===== src/rtl/fixed_ieee_pkg.sv =====
// Shared types and constants for the Q16.16 to IEEE-754 single converter.
package fixed_ieee_pkg;

    typedef enum logic [2:0] {
        IDLE,
        ABS,
        NORM,
        ROUND,
        OUT
    } state_t;

    localparam int IEEE_BIAS = 127;
    localparam int EXP_W     = 8;
    localparam int MANT_W    = 23;
    localparam int NUM_CH    = 3;

endpackage


===== src/rtl/fx_round_pack.sv =====
// Combinational rounder/packer: normalised magnitude (bit 31 set) -> IEEE-754 word.
// FIXED_TO_IEEE3_RNE_EN selects round-to-nearest-even; otherwise the mantissa is truncated.
module fx_round_pack
    import fixed_ieee_pkg::*;
(
    input  logic [31:0]      i_mag,
    input  logic             i_sign,
    input  logic [EXP_W-1:0] i_exp,
    input  logic             i_zero,
    output logic [31:0]      o_word
);

    logic [MANT_W-1:0] w_mant;
    logic [MANT_W-1:0] w_mant_out;
    logic [EXP_W-1:0]  w_exp_out;

    assign w_mant = i_mag[30:8];

`ifdef FIXED_TO_IEEE3_RNE_EN
    logic          w_guard;
    logic          w_sticky;
    logic          w_inc;
    logic [MANT_W:0] w_mant_sum;
    logic          w_unused;

    assign w_guard    = i_mag[7];
    assign w_sticky   = |i_mag[6:0];
    assign w_inc      = w_guard & (w_sticky | w_mant[0]);
    assign w_mant_sum = {1'b0, w_mant} + {{MANT_W{1'b0}}, w_inc};
    // A carry out of the mantissa leaves its lower bits at zero and bumps the exponent.
    assign w_mant_out = w_mant_sum[MANT_W-1:0];
    assign w_exp_out  = w_mant_sum[MANT_W] ? i_exp + 8'd1 : i_exp;
    assign w_unused   = i_mag[31];
`else
    logic w_unused;

    assign w_mant_out = w_mant;
    assign w_exp_out  = i_exp;
    assign w_unused   = ^{i_mag[31], i_mag[7:0]};
`endif

    // Zero has no leading one, so it bypasses packing and is forced to +0.
    always_comb begin
        o_word = 32'h0000_0000;
        if (!i_zero) begin
            o_word = {i_sign, w_exp_out, w_mant_out};
        end
    end

endmodule


===== src/rtl/fixed_to_ieee3.sv =====
// Captures three signed Q16.16 results and converts them one at a time to IEEE-754
// single precision, presenting all three words under a stb/ack handshake.
// Optional macro: FIXED_TO_IEEE3_RNE_EN (round-to-nearest-even; default truncates).
//
// state | meaning
// IDLE  | waiting for i_in_stb, o_in_ack high
// ABS   | sign/magnitude of current channel, exponent preset
// NORM  | shift left until magnitude bit 31 is set
// ROUND | round, pack, store word, advance channel
// OUT   | o_out_stb high until i_out_ack
module fixed_to_ieee3
    import fixed_ieee_pkg::*;
#(
    parameter int FRAC_BITS = 16
) (
    input  logic        i_clk,
    input  logic        i_rst,
    input  logic [31:0] i_epx,
    input  logic [31:0] i_sinhx,
    input  logic [31:0] i_coshx,
    input  logic        i_in_stb,
    output logic        o_in_ack,
    output logic [31:0] o_ieee_epx,
    output logic [31:0] o_ieee_sinhx,
    output logic [31:0] o_ieee_coshx,
    output logic        o_out_stb,
    input  logic        i_out_ack
);

    localparam logic [EXP_W-1:0] EXP_START = EXP_W'(31 + IEEE_BIAS - FRAC_BITS);
    localparam logic [1:0]       LAST_CH   = 2'(NUM_CH - 1);

    state_t           r_state;
    state_t           w_state_nxt;
    logic [1:0]       r_ch;
    logic [31:0]      r_in  [NUM_CH];
    logic [31:0]      r_out [NUM_CH];
    logic [31:0]      r_mag;
    logic             r_sign;
    logic             r_zero;
    logic [EXP_W-1:0] r_exp;
    logic [31:0]      w_sel;
    logic [31:0]      w_abs;
    logic [31:0]      w_word;

    assign w_sel = r_in[r_ch];
    // Negating 0x80000000 wraps back to 0x80000000, which is the wanted unsigned magnitude.
    assign w_abs = w_sel[31] ? (~w_sel + 32'd1) : w_sel;

    fx_round_pack u_round_pack (
        .i_mag  (r_mag),
        .i_sign (r_sign),
        .i_exp  (r_exp),
        .i_zero (r_zero),
        .o_word (w_word)
    );

    // State register.
    always_ff @(posedge i_clk) begin
        if (i_rst) begin
            r_state <= IDLE;
        end else begin
            r_state <= w_state_nxt;
        end
    end

    // Next-state logic.
    always_comb begin
        w_state_nxt = r_state;
        case (r_state)
            IDLE:    if (i_in_stb) w_state_nxt = ABS;
            ABS:     if (w_abs == 32'd0 || w_abs[31]) w_state_nxt = ROUND;
                     else w_state_nxt = NORM;
            NORM:    if (r_mag[30]) w_state_nxt = ROUND;
            ROUND:   w_state_nxt = (r_ch == LAST_CH) ? OUT : ABS;
            OUT:     if (i_out_ack) w_state_nxt = IDLE;
            default: w_state_nxt = IDLE;
        endcase
    end

    // Capture, normalisation datapath and per-channel result registers.
    always_ff @(posedge i_clk) begin
        if (i_rst) begin
            r_ch   <= 2'd0;
            r_mag  <= 32'd0;
            r_sign <= 1'b0;
            r_zero <= 1'b0;
            r_exp  <= '0;
            for (int i = 0; i < NUM_CH; i++) begin
                r_in[i]  <= 32'd0;
                r_out[i] <= 32'd0;
            end
        end else begin
            case (r_state)
                IDLE: begin
                    if (i_in_stb) begin
                        r_in[0] <= i_epx;
                        r_in[1] <= i_sinhx;
                        r_in[2] <= i_coshx;
                        r_ch    <= 2'd0;
                    end
                end
                ABS: begin
                    r_mag  <= w_abs;
                    r_sign <= w_sel[31];
                    r_zero <= (w_abs == 32'd0);
                    r_exp  <= EXP_START;
                end
                NORM: begin
                    r_mag <= {r_mag[30:0], 1'b0};
                    r_exp <= r_exp - 8'd1;
                end
                ROUND: begin
                    r_out[r_ch] <= w_word;
                    r_ch        <= (r_ch == LAST_CH) ? 2'd0 : r_ch + 2'd1;
                end
                default: ;
            endcase
        end
    end

    assign o_in_ack     = (r_state == IDLE);
    assign o_out_stb    = (r_state == OUT);
    assign o_ieee_epx   = r_out[0];
    assign o_ieee_sinhx = r_out[1];
    assign o_ieee_coshx = r_out[2];

endmodule


===== config.mk =====
export PLATFORM = sky130hd
export DESIGN_NAME = fixed_to_ieee3
export DESIGN_NICKNAME = d
export VERILOG_FILES = /design/src/rtl/fixed_ieee_pkg.sv /design/src/rtl/fx_round_pack.sv /design/src/rtl/fixed_to_ieee3.sv
export SDC_FILE = /design/constraint.sdc
export NUM_CORES = 1
export LEC_CHECK = 0
export BUFFER_PORTS_ARGS = -buffer_cell sky130_fd_sc_hd__buf_2
export CAP_MARGIN = 20
export CORE_MARGIN = 2
export CORE_UTILIZATION = 48
export DETAILED_ROUTE_END_ITERATION = 7
export PLACE_DENSITY = 0.82
export SLEW_MARGIN = 20
export SYNTH_ARGS = -nofsm -noshare
export SYNTH_HDL_FRONTEND = slang
export SYNTH_HIERARCHICAL = 1
export SYNTH_SLANG_ARGS = --single-unit
export TNS_END_PERCENT = 10

===== constraint.sdc =====
create_clock -name i_clk -period 4.5 [get_ports i_clk]
set_clock_uncertainty 0.1 [all_clocks]
set_input_delay 0.225 -clock i_clk [delete_from_list [all_inputs] [get_ports i_clk]]
set_output_delay 0.225 -clock i_clk [all_outputs]
set_load 0.01 [all_outputs]

**Word level (Yosys, flattened, before mapping)**

Memories as Yosys holds them, arrays and structs flattened. A register that Yosys moved wholly into a read port is not among the register bits.
Cells that the tools add are included.

- Bits in registers: 46
- Bits in writable memories: 192
- Bits of input ports: 100
- Output and inout bits: 98
- Memories kept: 2

- $add $sub $neg: 3
- Eq/ne operators: 8
- Mux-type cells: 30
- Bitwise operators: 4
- Reduce and logical (&&, ||, !) cells: 8

Memory list:

| memory | words | width | read ports | clocked after memory_dff | write ports | RTL line | RTL |
|---|---|---|---|---|---|---|---|
| r_in | 3 | 32 | 1 | 1 | 3 | fixed_to_ieee3.sv:36 | `logic [31:0] r_in [NUM_CH];` |
| r_out | 3 | 32 | 3 | 0 | 3 | fixed_to_ieee3.sv:37 | `logic [31:0] r_out [NUM_CH];` |

Operators with widths:

| operator | count |
|---|---|
| $mux W32 | 6 |
| $pmux W31 S2 | 1 |
| $add A32 B1 Y32 const B | 1 |
| $logic_not A32 Y1 | 1 |
| $not A32 Y32 | 1 |
| $reduce_or A32 Y1 | 1 |
| $pmux W8 S2 | 1 |
| $pmux W3 S5 | 1 |
| $mux W3 | 4 |
| $mux W1 | 11 |
| $mux W2 | 5 |
| $sub A8 B1 Y8 const B | 1 |
| $eq A3 B2 Y1 const B | 2 |
| $ne A2 B2 Y1 const B | 2 |
| $pmux W2 S2 | 1 |
| $reduce_bool A2 Y1 | 2 |
| $eq A3 B1 Y1 const B | 1 |
| $eq A3 B3 Y1 const B | 1 |
| $logic_not A3 Y1 | 1 |
| $or A1 B1 Y1 | 3 |
| $reduce_and A3 Y1 | 1 |
| $add A2 B1 Y2 const B | 1 |
| $eq A2 B2 Y1 const B | 1 |
| $ne A2 B1 Y1 const B | 1 |
| 2 further kinds | 2 |

**Logic depth before layout (Yosys ltp)**

- Depth after elaboration: 7
- Depth in mapped cells: 14

**Hierarchy**

The synthesis kept the hierarchy.

By module, submodules not included:

| module | instances | cells each | area an instance (um^2) | seq. area each (um^2) |
|---|---|---|---|---|
| fixed_to_ieee3 | 1 | 903 | 10929.2 | 6746.5 |
| fx_round_pack | 1 | 35 | 222.7 | 0.0 |

**Least setup slack after synthesis**

No wires, ideal clock.

- Path kind: register to register
- Start: register r_state[1]
- End: register (tool-made name)
- Library setup time: 119 ps
- Data arrival time: 3610 ps
- Required time: 4281 ps
- Setup slack: 671 ps
- Stages on the path, launching flop included: 7
- Buffers on the path: 1
- Path through: dfxtp_1 clkbuf_1 nor3_1 nand2_1 nand2b_1 a21oi_1 a21o_1

RTL lines:

| what | RTL line | RTL |
|---|---|---|
| start, declared | fixed_to_ieee3.sv:33 | `state_t r_state;` |
| start signal, assigned | fixed_to_ieee3.sv:63 | `r_state <= w_state_nxt;` |

==> qor.csv <==
stage,metric,value,unit
cts,setup bufs post-CTS,0,
worst_setup_path,CP Launch Type,flip-flop,
global_routing,Overflow after GRT,0,
final_layout,most frequent cells in the layout,"buf_2, and2_1, edfxtp_1, dlygate4sd3_1, nand2_1",
run_status,status,"complete, no violations",
placed_design,GPL Wtd Cong,0.899,
floorplanning,IO Pins,198,
pwr,Reg power frac,43.3,%
floorplanning,num rows,55,
drt,Via density,5.26,
timing,Setup-failing EPs final,0,
timing,final hold vios,0,
pwr,Psw,0.00234,W
run,max-cap violations,0,
final_layout,Final #Nets,1315,
worst_setup_path,reg2reg setup slack,770,ps
pwr,switching share of power,32.7,%
logic_synthesis,"Avg Cell Area, Syn",11.9,um^2
cts,CTS H-tree depth,1,
logic_synthesis,Post-Synthesis Cells,933,
global_routing,GRT Total Usage,21.6,%
floorplanning,Starting Density,48.9,%
final_layout,Area growth syn-to-layout,27.1,%
worst_setup_path,worst path arrival time,4080,ps
drt,final wirelength,26600,um
worst_setup_path,Worst setup EP type,flip-flop,
cts,CTS Root Buffer Type,clkbuf_16,
pwr,maximum VDD drop,0.292,mV
drt,wire per inst,17.5,um
worst_setup_path,cell family with most CP delay,simple AND/OR/NAND/NOR gates,
worst_setup_path,crit-path max FO,33,
pwr,combinational share of power,28.3,%
cts,Num CTS Buffers,25,
timing,Max Slew Vio Count,0,
timing,Setup TNS,0,ps
cts,CTS tree,done,
logic_synthesis,Syn. warnings,6,
worst_setup_path,slowest CP cell,nor4_1,
floorplanning,Die Wd,156,um
cts,post-cts resize count,0,
cts,largest buffer count on any clock path,3,
placed_design,dpl hpwl,16500,um
timing,RSZ-0062 raised after global routing,false,
global_routing,first-pass GRT wire length,41800,um
placed_design,IO buf count,197,
floorplanning,die footprint,24400,um^2
drt,detailed-route via count,7986,
pwr,P per Cell Area,507,nW/um^2
drt,initial drt markers,451,
timing,Tmin final,3730,ps
min_path,Hold Crit Class,input port to flip-flop,
global_routing,vias in the first global route,7912,
drt,Detail Route Antenna Nets,0,
final_layout,"most common cell after layout, fill and taps aside",buf_2,
pwr,Static Leak,5.56,nW
worst_setup_path,worst path cell trace,buf_4 > buf_4 > o21a_1 > nand4_1 > nor4_1 > a41oi_1 > xor2_1 > a21oi_1 > and4_1 > nand4_1 > a31oi_1,
timing,Fmax achieved,268,MHz
worst_setup_path,Crit path largest cell delay,610,ps
global_routing,largest net degree at the start of global routing,97,
worst_setup_path,critical path class,flip-flop to flip-flop,
cts,clock latency on the worst-skew pair,530,ps
timing,Tcrit/Tclk final,82.8,%
logic_synthesis,Post-Syn Area,11100,um^2
pwr,P_int,0.00482,W
worst_setup_path,Critical Path RT,4860,ps
final_layout,share of cells above drive strength 1,24.4,%
floorplanning,core area,22700,um^2
pwr,clock power share,28.4,%
floorplanning,Die H,156,um
final_layout,final core utilization,62.2,%
timing,max_slew headroom,35.8,%
cts,clk slew on worst S/H paths,70,ps
drt,First-pass DRT Iterations,5,
drt,Remaining DRCs,0,
timing,Worst-Margin Slew,963,ps
cts,# hold bufs at CTS,96,
min_path,Hold Path Origin,i_out_ack,
cts,CTS sink count,240,
logic_synthesis,Synthesized Nets,1035,
global_routing,initial antenna violation count,1,
final_layout,fill count,1731,
worst_setup_path,CP Buf/Inv Count,2,
metrics by stage:
step | instance area (um^2) | setup slack, ps | power [W] | cells | hold WS (ps)
after global placement | 12300 | 879 | 0.00504 | 1375 | 340
after global routing | 14100 | 435 | 0.00753 | 1518 | 107
final | 14100 | 774 | 0.00716 | 1518 | 79.4
after CTS | 14100 | 810 | 0.00715 | 1517 | 64.2
after detailed placement | 12300 | 819 | 0.00508 | 1375 | 351
after floorplan | 11100 | 671 | 0.00452 | 933 | 323
metal layers:
metal	part of all wire [%]	GRT usage [%]
met1	43	28.0
met2	49	38.3
met3	5.6	3.44
met4	1.9	4.89
met5	0	0
cell type report:
type | instances | area [um^2] | share of cell area, %
multi-input combinational | 633 | 4140 | 29.3
antenna | 1 | 2.50 | 0.0177
clock inverter | 19 | 179 | 1.27
tap | 285 | 357 | 2.53
clock buffer | 27 | 633 | 4.48
sequential | 240 | 6730 | 47.7
inverter | 4 | 15.0 | 0.106
timing repair buffer | 309 | 2070 | 14.6
path summary, 6_finish.rpt:
kind	endpoint	depth (start not counted)
min reg2reg	r_sign$_SDFFE_PP0P_	2
max	r_state[0]$_SDFFE_PP0P_	11
min	r_state[2]$_SDFFE_PP0P_	5
max reg2reg	r_state[0]$_SDFFE_PP0P_	11
sequential cells by signal, indices dropped and copies added (netlist names), named ones only:
signal and count:
r_out 96, r_ch 2, r_sign 1, r_state 3, r_in 96, r_zero 1, r_mag 31, r_exp 8
worst register-to-register path, cell delays in order, from the launching register on:
cell     delay (ps)
dfxtp_2         470
buf_4           300
buf_4           390
o21a_1          400
nand4_1         230
nor4_1          610
a41oi_1         300
xor2_1          240
a21oi_1         150
and4_1          190
nand4_1         110
a31oi_1         170
power by group through the flow:
stage	Sequential (W)	Clock, W	Combinational (W)
global route	0.00315	0.00214	0.00225
floorplan	0.00311	0	0.00141
global placement	0.00313	0	0.00191
detailed placement	0.00314	0	0.00193
finish	0.00310	0.00203	0.00203
CTS	0.00310	0.00204	0.00201
No activity file was read; power rests on OpenSTA's default activity.
